==> src/rtl/c17_pkg.sv <==
// Shared types and constants for the c17 response checker.
// Also provides the golden c17 function for stimulus-side blocks.
package c17_pkg;

  typedef enum logic [1:0] {
    IDLE,
    RUN,
    DONE
  } state_t;

  localparam int NUM_VEC = 32;
  localparam logic [15:0] MISR_POLY = 16'h1021;
  localparam logic [15:0] MISR_SEED = 16'hFFFF;

  typedef struct packed {
    logic       vld;
    logic [4:0] idx;
    logic       e22;
    logic       e23;
  } tag_t;

  function automatic logic [1:0] c17_golden(
    input logic n1,
    input logic n2,
    input logic n3,
    input logic n6,
    input logic n7
  );
    logic n10, n11, n16, n19;
    n10 = ~(n1 & n3);
    n11 = ~(n3 & n6);
    n16 = ~(n2 & n11);
    n19 = ~(n11 & n7);
    return {~(n10 & n16), ~(n16 & n19)};
  endfunction

endpackage

==> src/rtl/c17_misr.sv <==
// 16-bit MISR compacting the two c17 outputs per compare.
// load reseeds, en folds in one response word.
module c17_misr
  import c17_pkg::*;
#(
  parameter logic [15:0] POLY = MISR_POLY
) (
  input  logic        clk,
  input  logic        rst,
  input  logic        load,
  input  logic        en,
  input  logic [1:0]  din,
  output logic [15:0] sig
);

  always_ff @(posedge clk) begin
    if (rst || load) begin
      sig <= MISR_SEED;
    end else if (en) begin
      sig <= {sig[14:0], 1'b0}
           ^ (sig[15] ? POLY : 16'h0000)
           ^ {14'b0, din};
    end
  end

endmodule

==> config.mk <==
export PLATFORM = sky130hd
export DESIGN_NAME = c17_misr
export DESIGN_NICKNAME = d
export VERILOG_FILES = /design/src/rtl/c17_pkg.sv /design/src/rtl/c17_misr.sv
export SDC_FILE = /design/constraint.sdc
export NUM_CORES = 1
export LEC_CHECK = 0
export CORE_UTILIZATION = 45
export DETAILED_ROUTE_END_ITERATION = 8
export HOLD_SLACK_MARGIN = 0.06
export PLACE_DENSITY = 0.86
export RECOVER_POWER = 50
export SLEW_MARGIN = 15
export SYNTH_ARGS = -nofsm -noshare
export SYNTH_HDL_FRONTEND = slang
export SYNTH_SLANG_ARGS = --single-unit
==> constraint.sdc <==
create_clock -name clk -period 1.55 [get_ports clk]
set_input_delay 0.31 -clock clk [delete_from_list [all_inputs] [get_ports clk]]
set_output_delay 0.31 -clock clk [all_outputs]
set_load 0.01 [all_outputs]
==> results.cfg <==
[logic_synthesis]
ys_top_cells_by_count = dfxtp_1, mux2i_1, nand2_2
synth.most_common_cell = dfxtp_1
yosys-top-cells-area = dfxtp_1, mux2i_1, nand2_2
synth_seq_area_share = 0.503
synth_top_cell_area_share = 0.503
synth_edf_count = 0
synth_warnings = 0
synthArstFlopShare = 0
ys.flop_type = dfxtp_1
syn_inst = 56
synthDistinctLibCells = 10
syn_area_um2 = 637
yosysTopAreaCell = dfxtp_1
syn_area_per_cell_um2 = 11.4
ys_ff_latch = 16
synth_fp_nets = 62

[global_route]
overflow = 0
grt_max_degree = 21
grt_pass1_wl_um = 1860
antenna_found_initial = 0
track_usage = 0.186
grt_pass1_vias = 437

[timing]
fin_crit_sh = 0.974
clock_skew_ns = 0.00477
period_needed_ns = 1.51
slew_headroom = 0.654
setup_viol = 0
fmax_mhz = 662
final_hold_viol_count = 0
hold_ws_ns = 0.526
worst_pin_slew_ns = 0.520
setup_ws_ns = 0.0396
drv_slew = 0

[cells_and_area]
nets = 88
fin_area_um2 = 900
syn_to_final_growth_pct = 41.3
num_antenna_cells = 0
largest-register = sig
largest_reg_flops = 16
drive_above_1_share = 0.235
reg.largest.list = sig (16)

[detailed_routing]
ant_nets = 0
via_per_inst = 5.13
vias = 492
wl_per_cell_um = 12.7
drt_pre_antenna_iters = 4
drcViolationCount = 0
finalWirelength_um = 1220
drt_iter0_drc = 4

[setup_path]
reg2reg_from = sig[0]
cp_cell_sequence = clkdlybuf4s50_1
r2r_setup_slack_ns = 0.73
crit_family = buffers and inverters
required_ns = 1.24
cpPeakStageDelay_ns = 0.55
slowest_stage = clkdlybuf4s50_1
cp_max_fo = 3
critPathArrivalTime_ns = 1.20
path_class = reg2out
cp-end-kind = output pin
cp_num_buf_inv = 1
path_depth = 1
reg2reg_depth = 2
worstReg2RegEnd = sig[0]
start_kind = flip-flop

[pwr]
p_leak_nw = 0.361
pwr-share-seq = 0.551
p_switching_mw = 0.167
clockPowerShare = 0.355
powerDensity_nw_per_um2 = 850
comb_power_share = 0.094
ir_worst_vdd_mv = 0.559
p_int_mw = 0.597
p_sw_frac = 0.219

[clocking]
h-tree-depth = 1
cts-root-buf = clkbuf_4
cts_buffer_depth = 2
cts_tree = built
cts_buffers = 3
hold_buffers = 0
worstSkewPairLatency_ns = 0.28
cts.sinks = 16
clkTransAtPathRegs_ns = 0.09

[die]
die-height_um = 39.6
io-pin-count = 22
initial_utilization = 0.489
die_w_um = 39.6
core-area_um2 = 1300
dieArea_um2 = 1570
rows = 13

[outcome]
status = completed

[min_path]
hold_path_class = reg2reg
min_from = sig[10]
holdPathEnd = sig[10]
min_path_cells = 2

[placement]
dpl_cell_area_um2 = 871
port_buffers = 21
gp_congestion = 0.697
post-dp-hpwl_um = 806
post-place-ws_ns = 0.0773

[flow_run]
maxCapViolCount = 0
-- kinds of logic after synthesis --
family | synth area share
buffers and inverters | 0.0472
xor gates and xnor gates | 0.0550
and+or+nand+nor | 0.167
AOI/OAI and AO/OA | 0.0393
muxes | 0.189
DFF | 0.503
-- worst max-delay path by stage --
stage / from / to / slack [ns]
floorplan: en / sig[12] / 0.69
global placement: load / sig[10] / 0.10
detailed placement: load / sig[10] / 0.08
CTS: sig[8] / sig[8] / 0.006
global route: sig[2] / sig[2] / -0.00006
finish: sig[12] / sig[12] / 0.04
-- power by group through the flow --
stage / Combinational [mW] / Clock [mW] / Sequential (mW)
6_report: 0.0718 / 0.272 / 0.421
5_1_grt: 0.0767 / 0.298 / 0.422
4_1_cts: 0.0776 / 0.278 / 0.421
3_5_place_dp: 0.0767 / 0 / 0.431
3_3_place_gp: 0.0760 / 0 / 0.431
2_1_floorplan: 0.0385 / 0 / 0.433
-- final cells by class --
type | instances | area, um2
fillers | 107 | 402
repair buffers | 24 | 236
well taps | 15 | 18.8
multi-input cells | 37 | 287
clock buffers | 4 | 36.3
flip-flops and latches | 16 | 322
-- per-stage QoR --
stage                      util  power (mW)  cells    TNS [ns]
after floorplan               -       0.471     56           0
after global placement    0.669       0.507     92           0
after detailed placement  0.669       0.507     92           0
after CTS                 0.697       0.777     96           0
after global routing      0.691       0.796     96  -0.0000621
final                     0.691       0.764     96           0
-- placed cells by master (no fill, tap or decap), drive strengths merged --
cell type / instances
dfxtp: 16
nor2: 1
buf: 2
xnor2: 4
mux2i: 12
nand2: 12
dlymetal6s2s: 3
nor4: 4
clkdlybuf4s25: 6
dlygate4sd2: 1
clkbuf: 5
clkdlybuf4s50: 11
a31oi: 4
-- metal layers --
layer  vias up  GRT usage  share of wire
li1        245          -              -
met1       231      0.224           0.46
met2        14      0.283           0.46
met3         2     0.0852          0.067
met4         0     0.0776         0.0098
met5         -          0              0
-- what timing repair did --
item / CTS / global route
endpoints found under the setup margin: 1 / 9
setup buffers: 0 / 0
hold endpoints to repair: 0 / 0
cloned: 0 / 0
pin swaps: 0 / 0
gates resized for setup: 2 / 9
Note: power is estimated with default switching activity, not from simulation.
